File: config.mk
export PLATFORM = sky130hd
export DESIGN_NAME = ray_stepper_search_flat
export DESIGN_NICKNAME = d
export VERILOG_FILES = /design/src/rtl/ray_stepper_search_if.sv /design/src/rtl/ray_stepper_search.sv /design/src/flat_wrapper.sv
export SDC_FILE = /design/constraint.sdc
export NUM_CORES = 2
export LEC_CHECK = 0
export CAP_MARGIN = 30
export CORE_MARGIN = 4
export CORE_UTILIZATION = 60
export CTS_BUF_LIST = sky130_fd_sc_hd__clkbuf_4
export CTS_CLUSTER_DIAMETER = 40
export DETAILED_ROUTE_END_ITERATION = 10
export HOLD_SLACK_MARGIN = 0.02
export PLACE_DENSITY_LB_ADDON = 0.12
export SLEW_MARGIN = 10
export SYNTH_ARGS = -nofsm -noshare
export SYNTH_HDL_FRONTEND = slang
export SYNTH_SLANG_ARGS = --single-unit
export TNS_END_PERCENT = 10
File: constraint.sdc
create_clock -name clock -period 23.2 [get_ports clock]
set_input_delay 4.64 -clock clock [delete_from_list [all_inputs] [get_ports clock]]
set_output_delay 4.64 -clock clock [all_outputs]
set_load 0.01 [all_outputs]
File: src/rtl/ray_stepper_search_if.sv
// Request/result bundle between a ray driver (master) and the ray stepper (slave).
interface ray_stepper_search_if #(
  parameter int unsigned WIDTH = 16,
  parameter int unsigned DIMS  = 3
);
  logic                       start;
  logic [DIMS-1:0][WIDTH-1:0] q;
  logic [DIMS-1:0][WIDTH-1:0] v;
  logic [DIMS-1:0][WIDTH-1:0] l;
  logic [DIMS-1:0][WIDTH-1:0] u;
  logic                       busy;
  logic                       done;
  logic                       outOfBounds;
  logic                       noExit;
  logic [DIMS-1:0][WIDTH-1:0] vp;

  modport master (output start, q, v, l, u,
                  input  busy, done, outOfBounds, noExit, vp);
  modport slave  (input  start, q, v, l, u,
                  output busy, done, outOfBounds, noExit, vp);
endinterface

File: src/rtl/ray_stepper_search.sv
// Ray stepper: finds the first point q + n*v outside box [l, u] using a
// multiplier-free binary search over n, one bit of n per cycle.
module ray_stepper_search #(
  parameter int unsigned WIDTH = 16,
  parameter int unsigned DIMS  = 3,
  parameter int unsigned STEPS = 16
) (
  input  logic               clock,
  input  logic               reset,
  ray_stepper_search_if.slave bus
);
  localparam int unsigned IW = WIDTH + STEPS + 2;
  localparam int unsigned KW = (STEPS > 1) ? $clog2(STEPS) : 1;
  localparam logic [KW-1:0] K_TOP = KW'(STEPS - 1);

  typedef enum logic [2:0] {S_IDLE, S_CHECK, S_SEARCH, S_FINISH, S_DONE} state_t;
  typedef logic [DIMS-1:0][IW-1:0]    ivec_t;
  typedef logic [DIMS-1:0][WIDTH-1:0] wvec_t;

  state_t        state_q, state_d;
  ivec_t         pos_q, pos_d;
  logic [KW-1:0] k_q, k_d;
  wvec_t         q_q, q_d;
  wvec_t         v_q, v_d;
  logic          busy_q, busy_d;
  logic          done_q, done_d;
  logic          oob_q, oob_d;
  logic          noexit_q, noexit_d;
  wvec_t         vp_q, vp_d;

  ivec_t lo, hi, vx, cand, ext;

  function automatic ivec_t widen_u(input wvec_t x);
    ivec_t r;
    for (int i = 0; i < DIMS; i++) r[i] = IW'(x[i]);
    return r;
  endfunction

  function automatic ivec_t widen_s(input wvec_t x);
    ivec_t r;
    for (int i = 0; i < DIMS; i++) r[i] = IW'($signed(x[i]));
    return r;
  endfunction

  // An inverted axis (lo > hi) can never contain a point, so the box is empty.
  function automatic logic is_inside(input ivec_t p, input ivec_t bl, input ivec_t bu);
    logic r;
    r = 1'b1;
    for (int i = 0; i < DIMS; i++) begin
      if ($signed(p[i]) < $signed(bl[i]) || $signed(p[i]) > $signed(bu[i])) r = 1'b0;
    end
    return r;
  endfunction

  function automatic wvec_t clamp(input ivec_t e);
    wvec_t r;
    for (int i = 0; i < DIMS; i++) begin
      if (e[i][IW-1])              r[i] = '0;
      else if (|e[i][IW-2:WIDTH])  r[i] = '1;
      else                         r[i] = e[i][WIDTH-1:0];
    end
    return r;
  endfunction

  // Candidate step of 2^k along v, and the one-step-past point used at FINISH.
  always_comb begin
    lo = widen_u(bus.l);
    hi = widen_u(bus.u);
    vx = widen_s(v_q);
    for (int i = 0; i < DIMS; i++) begin
      cand[i] = pos_q[i] + IW'($signed(vx[i]) <<< k_q);
      ext[i]  = pos_q[i] + vx[i];
    end
  end

  always_comb begin
    state_d  = state_q;
    pos_d    = pos_q;
    k_d      = k_q;
    q_d      = q_q;
    v_d      = v_q;
    busy_d   = busy_q;
    done_d   = done_q;
    oob_d    = oob_q;
    noexit_d = noexit_q;
    vp_d     = vp_q;
    if (bus.start) begin
      state_d  = S_CHECK;
      q_d      = bus.q;
      v_d      = bus.v;
      pos_d    = widen_u(bus.q);
      k_d      = K_TOP;
      busy_d   = 1'b1;
      done_d   = 1'b0;
      oob_d    = 1'b0;
      noexit_d = 1'b0;
    end else begin
      unique case (state_q)
        // An outside origin still passes through FINISH so done lands two edges after start.
        S_CHECK: begin
          if (!is_inside(pos_q, lo, hi)) begin
            oob_d   = 1'b1;
            vp_d    = q_q;
            state_d = S_FINISH;
          end else begin
            state_d = S_SEARCH;
          end
        end
        S_SEARCH: begin
          if (is_inside(cand, lo, hi)) pos_d = cand;
          if (k_q == '0) state_d = S_FINISH;
          else           k_d     = k_q - KW'(1);
        end
        S_FINISH: begin
          if (!oob_q) begin
            if (is_inside(ext, lo, hi)) begin
              noexit_d = 1'b1;
              vp_d     = q_q;
            end else begin
              vp_d = clamp(ext);
            end
          end
          busy_d  = 1'b0;
          done_d  = 1'b1;
          state_d = S_DONE;
        end
        default: ;
      endcase
    end
  end

  always_ff @(posedge clock or posedge reset) begin
    if (reset) begin
      state_q  <= S_IDLE;
      pos_q    <= '0;
      k_q      <= '0;
      q_q      <= '0;
      v_q      <= '0;
      busy_q   <= 1'b0;
      done_q   <= 1'b0;
      oob_q    <= 1'b0;
      noexit_q <= 1'b0;
      vp_q     <= '0;
    end else begin
      state_q  <= state_d;
      pos_q    <= pos_d;
      k_q      <= k_d;
      q_q      <= q_d;
      v_q      <= v_d;
      busy_q   <= busy_d;
      done_q   <= done_d;
      oob_q    <= oob_d;
      noexit_q <= noexit_d;
      vp_q     <= vp_d;
    end
  end

  assign bus.busy        = busy_q;
  assign bus.done        = done_q;
  assign bus.outOfBounds = oob_q;
  assign bus.noExit      = noexit_q;
  assign bus.vp          = vp_q;
endmodule
File: src/flat_wrapper.sv
// flat-port wrapper written by rule: the top's interface ports become plain ports
module ray_stepper_search_flat 
#(
  parameter int unsigned WIDTH = 16,
  parameter int unsigned DIMS  = 3,
  parameter int unsigned STEPS = 16
)
  (clock, reset, bus_start, bus_q, bus_v, bus_l, bus_u, bus_busy, bus_done, bus_outOfBounds, bus_noExit, bus_vp);
  ray_stepper_search_if #(.WIDTH(WIDTH), .DIMS(DIMS)) bus_i ();
  input  logic clock;
  input  logic reset;
  input wire logic [$bits(bus_i.start)-1:0] bus_start;
  input wire logic [$bits(bus_i.q)-1:0] bus_q;
  input wire logic [$bits(bus_i.v)-1:0] bus_v;
  input wire logic [$bits(bus_i.l)-1:0] bus_l;
  input wire logic [$bits(bus_i.u)-1:0] bus_u;
  output wire logic [$bits(bus_i.busy)-1:0] bus_busy;
  output wire logic [$bits(bus_i.done)-1:0] bus_done;
  output wire logic [$bits(bus_i.outOfBounds)-1:0] bus_outOfBounds;
  output wire logic [$bits(bus_i.noExit)-1:0] bus_noExit;
  output wire logic [$bits(bus_i.vp)-1:0] bus_vp;
  assign bus_i.start = bus_start;
  assign bus_i.q = bus_q;
  assign bus_i.v = bus_v;
  assign bus_i.l = bus_l;
  assign bus_i.u = bus_u;
  assign bus_busy = bus_i.busy;
  assign bus_done = bus_i.done;
  assign bus_outOfBounds = bus_i.outOfBounds;
  assign bus_noExit = bus_i.noExit;
  assign bus_vp = bus_i.vp;
  ray_stepper_search #(.WIDTH(WIDTH), .DIMS(DIMS), .STEPS(STEPS)) u_core (.clock(clock), .reset(reset), .bus(bus_i));
endmodule
* After elaboration in Yosys (flattened, before gate mapping)
Cells that the tools add are included.
** Word-level totals
- Register bits :: 257
- Latch bits :: 0
- RAM bits :: 0
- Bits in read-only memories :: 0
- Bits of input ports :: 195
- Word-level logic and storage cells :: 129
- Memories :: 0
** Cells by class
- $add $sub $neg :: 7
- Multiply operators :: 0
- Div/mod/pow operators :: 0
- Magnitude comparators :: 18
- Equality and inequality tests :: 9
- Shift operators :: 3
- Multiplexer cells :: 47
- Bitwise gates (word level) :: 1
- Reductions and logical operators :: 26
** Operators by type and width (number)
- $gt A34 B17 Y1 :: 9
- $lt A34 B17 Y1 :: 9
- $mux W102 :: 3
- $add A34 B34 Y34 :: 6
- $mux W48 :: 3
- $sshl A16 B4 Y34 :: 3
- $mux W16 :: 6
- $pmux W48 S2 :: 1
- $reduce_or A17 Y1 :: 3
- $mux W1 :: 28
- $mux W4 :: 3
- $reduce_bool A2 Y1 :: 6
- $ne A2 B2 Y1 const B :: 5
- $logic_or A1 B1 Y1 :: 9
- $pmux W3 S3 :: 1
- $reduce_and A2 Y1 :: 4
- $eq A3 B2 Y1 const B :: 2
- $mux W3 :: 2
- $logic_not A4 Y1 :: 1
- $reduce_and A4 Y1 :: 1
- $reduce_bool A4 Y1 :: 1
- $sub A4 B1 Y4 const B :: 1
- $eq A3 B1 Y1 const B :: 1
- $ne A3 B2 Y1 const B :: 1
- 2 further kinds :: 2

* Longest topological paths before layout
- Word-level depth :: 13
- Gate-level depth with buffers :: 32
- Gate-level depth less buffers :: 28

* Least setup slack after synthesis
OpenSTA, ideal clock, no wires.
- Kind :: input -> register
- Start :: input port bus_u[19]
- End :: register u_core.vp_q (netlist bit u_core.bus.vp[22])
- Library setup time :: 0.126 ns
- Data arrival time :: 7.867 ns
- Path slack :: 15.207 ns
- Cell stages on the path :: 14
- Buffers on the path :: 1
- Cells stage by stage :: inv_1 -> ha_1 -> a21oi_1 -> nor2_1 -> a211oi_1 -> o211ai_1 -> a221o_1 -> a221o_1 -> a2111o_1 -> or4b_1 -> nor4_1 -> buf_2 -> nor3_1 -> a221o_1
** On the way
- Cells in the longest elaborated chain, start to end :: 10
- Elaborated cells on any way between the ends :: 18
- Those cells by class :: order compare: 2; eq/ne: 1; mux: 12; reduce/logical: 3
** Ends and longest elaborated chain
- from (decl) :: line flat_wrapper.sv:16 : input wire logic [$bits(bus_i.u)-1:0] bus_u;
- $gt A34 B17 Y1 :: line ray_stepper_search.sv:50 : if ($signed(p[i]) < $signed(bl[i]) || $signed(p[i]) > $signed(bu[i])) r = 1'b0;
- $logic_or A1 B1 Y1 :: line ray_stepper_search.sv:50
- $mux W1 (2 in a row) :: line ray_stepper_search.sv:50
- $mux W1 :: line ray_stepper_search.sv:115 : if (!oob_q) begin
- $mux W1 :: line ray_stepper_search.sv:98 : unique case (state_q)
- $mux W1 :: line ray_stepper_search.sv:87 : if (bus.start) begin
- $mux W48 :: line ray_stepper_search.sv:116 : if (is_inside(ext, lo, hi)) begin
- $mux W48 :: line ray_stepper_search.sv:115
- $pmux W48 S2 :: line ray_stepper_search.sv:98
- to (signal assigned) :: line ray_stepper_search.sv:154 : vp_q <= vp_d;
- to (decl) :: line ray_stepper_search.sv:29 : wvec_t vp_q, vp_d;
Several ways; a longest one is shown, not always the timed one. The select of a mux whose other input is x is not followed.
A chain may end at the register's enable or synchronous reset.

* Final worst setup path
- Start :: register u_core.k_q[1]
- End :: register u_core.pos_q[67] in the netlist's numbering
** On the way
- Cells in the longest elaborated chain, start to end :: 11
- Elaborated cells on any way between the ends :: 25
- Those cells by class :: add/sub: 3; order compare: 6; shift: 3; mux: 8; reduce/logical: 5
** Ends and longest elaborated chain
- from (decl) :: line ray_stepper_search.sv:22 : logic [KW-1:0] k_q, k_d;
- from (signal assigned) :: line ray_stepper_search.sv:147 : k_q <= k_d;
- $sshl A16 B4 Y34 :: line ray_stepper_search.sv:71 : cand[i] = pos_q[i] + IW'($signed(vx[i]) <<< k_q);
- $add A34 B34 Y34 :: line ray_stepper_search.sv:71
- $lt A34 B17 Y1 / $gt A34 B17 Y1 (equally long branches) :: line ray_stepper_search.sv:50
- $logic_or A1 B1 Y1 :: line ray_stepper_search.sv:50
- $mux W1 (3 in a row) :: line ray_stepper_search.sv:50
- $mux W1 :: line ray_stepper_search.sv:98
- $mux W1 :: line ray_stepper_search.sv:87
- $reduce_bool A2 Y1 (no source line)
- $reduce_and A2 Y1 (no source line)
- to (signal assigned) :: line ray_stepper_search.sv:146 : pos_q <= pos_d;
- to (decl) :: line ray_stepper_search.sv:21 : ivec_t pos_q, pos_d;
Several ways; a longest one is shown, not always the timed one. The select of a mux whose other input is x is not followed.

==> qor.yml <==
register_area_um2: 6440
cts_resized: 0
max_cap_violations: 0
ios: 247
fin_area_um2: 34800
ff2ff_setup_slack_ns: 14.43
core_area_um2: 50600
worstHoldEndpoint: "u_core.bus.vp[34]"
yosysTopAreaCell: "dfrtp_1"
hold-worst-slack_ns: 0.492
worst-setup-path-type: "reg -> reg"
max_freq_mhz: 114
grt_util_all_layers: 0.386
fin_setup_tns_ns: 0
cts_setup_buffers: 0
dieHeight_um: 235
final_layout_size_suffix_gt1_frac: 0.0613
synth.distinct_cells: 83
post-dp-hpwl_um: 88200
multiInputGateArea_um2: 23100
cts-root-buf: "clkbuf_4"
finClkSkew_ns: 0.0598
overflow: 0
power_density_nw_per_um2: 61.0
cp-start-kind: "flop"
cts_sinks: 257
num_vias: 32200
worstRegToRegCells: 29
min_path_cells: 2
yosysSeqAreaShare: 0.208
place.gp.congestion: 1.04
status: "finished clean"
row_count: 82
synth_warnings: 0
hold_viol_final: 0
place_area_um2: 33800
nFillCells: 4349
worst_slew_pin_slew_ns: 1.12
drv_slew: 0
hp-start: "u_core.bus.vp[34]"
crit_slowest_cell: "o41ai_1"
clock_path_buffers: 3
cpPeakStageDelay_ns: 0.92
syn-cell-area_um2: 31000
drc: 0
cts_buffers: 76
clock_latency_ns: 0.83
antenna_found_initial: 3
leakagePower_nw: 16.3
cp_max_fo: 39
irDropWorstVdd_uv: 75.1
rsz0062_at_grt: "false"
synthArstFlopShare: 1.00
hp-class: "reg -> reg"
htreeDepth: 3
area_growth_pct: 12.3
r2r_end: "u_core.pos_q[67]"
cp_data_required_time_ns: 23.93
numPortBuffers: 246
critical_path_arrival_ns: 9.50
fin_nets: 4750
yosysMostFrequentCell: "ha_1"
synth_fp_nets: 4564
crit_buf_inv: 4
grt_max_degree: 161
yosys.area.top_type_share: 0.208
die_area_um2: 55300
drt-total-wl_um: 112000
cts.reportedPaths.clkPinSlew_ns: 0.07
crit_path_end_kind: "flop"
synth.area.top_cells: "dfrtp_1 (21%), ha_1 (19%), a21oi_1 (6.2%)"
finalSetupViolCount: 0
vias_per_cell: 6.71
slew_headroom: 0.252
yosys_register_bits: 257
grt_pass1_vias: 29800
finalCritPeriodShare: 0.378
post_drt_wl_per_cell_um: 23.2
initial_core_util: 0.612
holdBufCountCts: 0
antenna_left: 0
grt_pass1_wl_um: 173000
synthFlopType: "dfrtp_1"
synth_edf_count: 0
postSynthAreaPerCell_um2: 7.95
die_w_um: 235
dpl.cell_count: 4672
final_cells: 4801
tritoncts: "done"
r2r-start: "u_core.k_q[1]"
synth_common_cells: "ha_1 (469), a21oi_1 (381), nand2_1 (365), o21ai_0 (317), nor2_1 (285)"
finalPower_mw: 2.12
fin_crit_ns: 8.77
drt-pass1-iter-count: 7
drtIter0Drc: 3618
postSynthCellCount: 3894
crit_family: "compound AO/OA/AOI/OAI gates"
==> state kept, by name (all words and copies together) (netlist names) <==
name and count:
u_core.bus.outOfBounds 1, u_core.bus.noExit 1, u_core.bus.vp 48, u_core.k_q 4, u_core.bus.done 1, u_core.state_q 3, u_core.pos_q 102, u_core.q_q 48
u_core.v_q 48, u_core.bus.busy 1
==> final cells by class <==
| class | instances | area share |
|---|---|---|
| multi-input cells | 3257 | 0.663 |
| flip-flops and latches | 257 | 0.185 |
| repair buffers | 270 | 0.0765 |
| well taps | 672 | 0.0242 |
| inverters | 218 | 0.0237 |
| clock buffers | 101 | 0.0218 |
| clock inverters | 24 | 0.00522 |
| diodes | 2 | 0.000144 |
==> power breakdown <==
part | internal (mW) | total, mW | switching (mW) | leakage [nW]
sequential | 0.516 | 0.584 | 0.0681 | 3.20
clock | 0.235 | 0.451 | 0.216 | 0.559
combinational | 0.434 | 1.08 | 0.650 | 12.6
==> worst max path at each step <==
stage / from / to / slack, ns / cells past startpoint
global route: u_core.k_q[1] / u_core.pos_q[67] / 14.07 / 29
finish: u_core.k_q[1] / u_core.pos_q[67] / 14.43 / 29
detailed placement: bus_u[41] / u_core.pos_q[63] / 14.06 / 17
CTS: u_core.k_q[1] / u_core.pos_q[67] / 14.75 / 29
global placement: bus_u[41] / u_core.pos_q[54] / 14.13 / 17
floorplan: reset / u_core.bus.busy / 11.49 / 1
==> worst min-delay path, cell delays in order (launching register included) <==
cell and delay (ns):
dfrtp_1 0.34, nand2_1 0.05, o221ai_1 0.06
==> layer usage <==
layer	track usage	wire [µm]	vias to the layer above
met3	0.0805	11600	331
met4	0.152	5240	4
met2	0.584	47900	1700
li1	-	-	15000
met5	0	27	-
met1	0.543	46800	15200
==> logic make-up after synthesis <==
kind of cell             Yosys count  share of synthesized area
AO/OA/AOI/OAI                   1253                      0.253
buffers and inverters            380                     0.0476
adder cells (fa/ha/maj)          475                      0.193
AND/OR/NAND/NOR                 1198                      0.188
XOR/XNOR                         133                     0.0376
multiplexers                     198                     0.0728
flip-flops                       257                      0.208
==> metrics by stage <==
| step | worst slack, ns | utilization |
|---|---|---|
| 3_3_place_gp | 14.13 | 0.668 |
| 6_report | 14.43 | 0.687 |
| 3_5_place_dp | 14.06 | 0.668 |
| 5_1_grt | 14.07 | 0.687 |
| 2_1_floorplan | 11.49 | - |
| 4_1_cts | 14.75 | 0.687 |
==> layout by cell type, fill, tap and decap left out, types with 26 or more instances in the layout <==
cell type | netlist | layout
mux2i_1 | 117 | 117
nor4_1 | 40 | 39
nand2b_1 | 36 | 36
nor2b_1 | 26 | 26
nand4_1 | 83 | 83
o21a_1 | 30 | 29
o22ai_1 | 27 | 27
xor2_1 | 56 | 56
a211oi_1 | 61 | 61
clkdlybuf4s50_1 | 0 | 245
nor2_1 | 285 | 284
nand3_1 | 85 | 85
o211ai_1 | 51 | 51
and3_1 | 38 | 38
o221ai_1 | 28 | 28
a31oi_1 | 32 | 32
dfrtp_1 | 257 | 253
nand2_1 | 365 | 365
mux2_2 | 66 | 66
clkbuf_4 | 0 | 101
ha_1 | 469 | 469
nor3_1 | 88 | 88
a21oi_1 | 381 | 381
and2_1 | 71 | 71
o21ai_0 | 317 | 317
inv_1 | 218 | 217
a21o_1 | 92 | 92
xnor2_1 | 77 | 77
No activity file was read; power rests on OpenSTA's default activity.
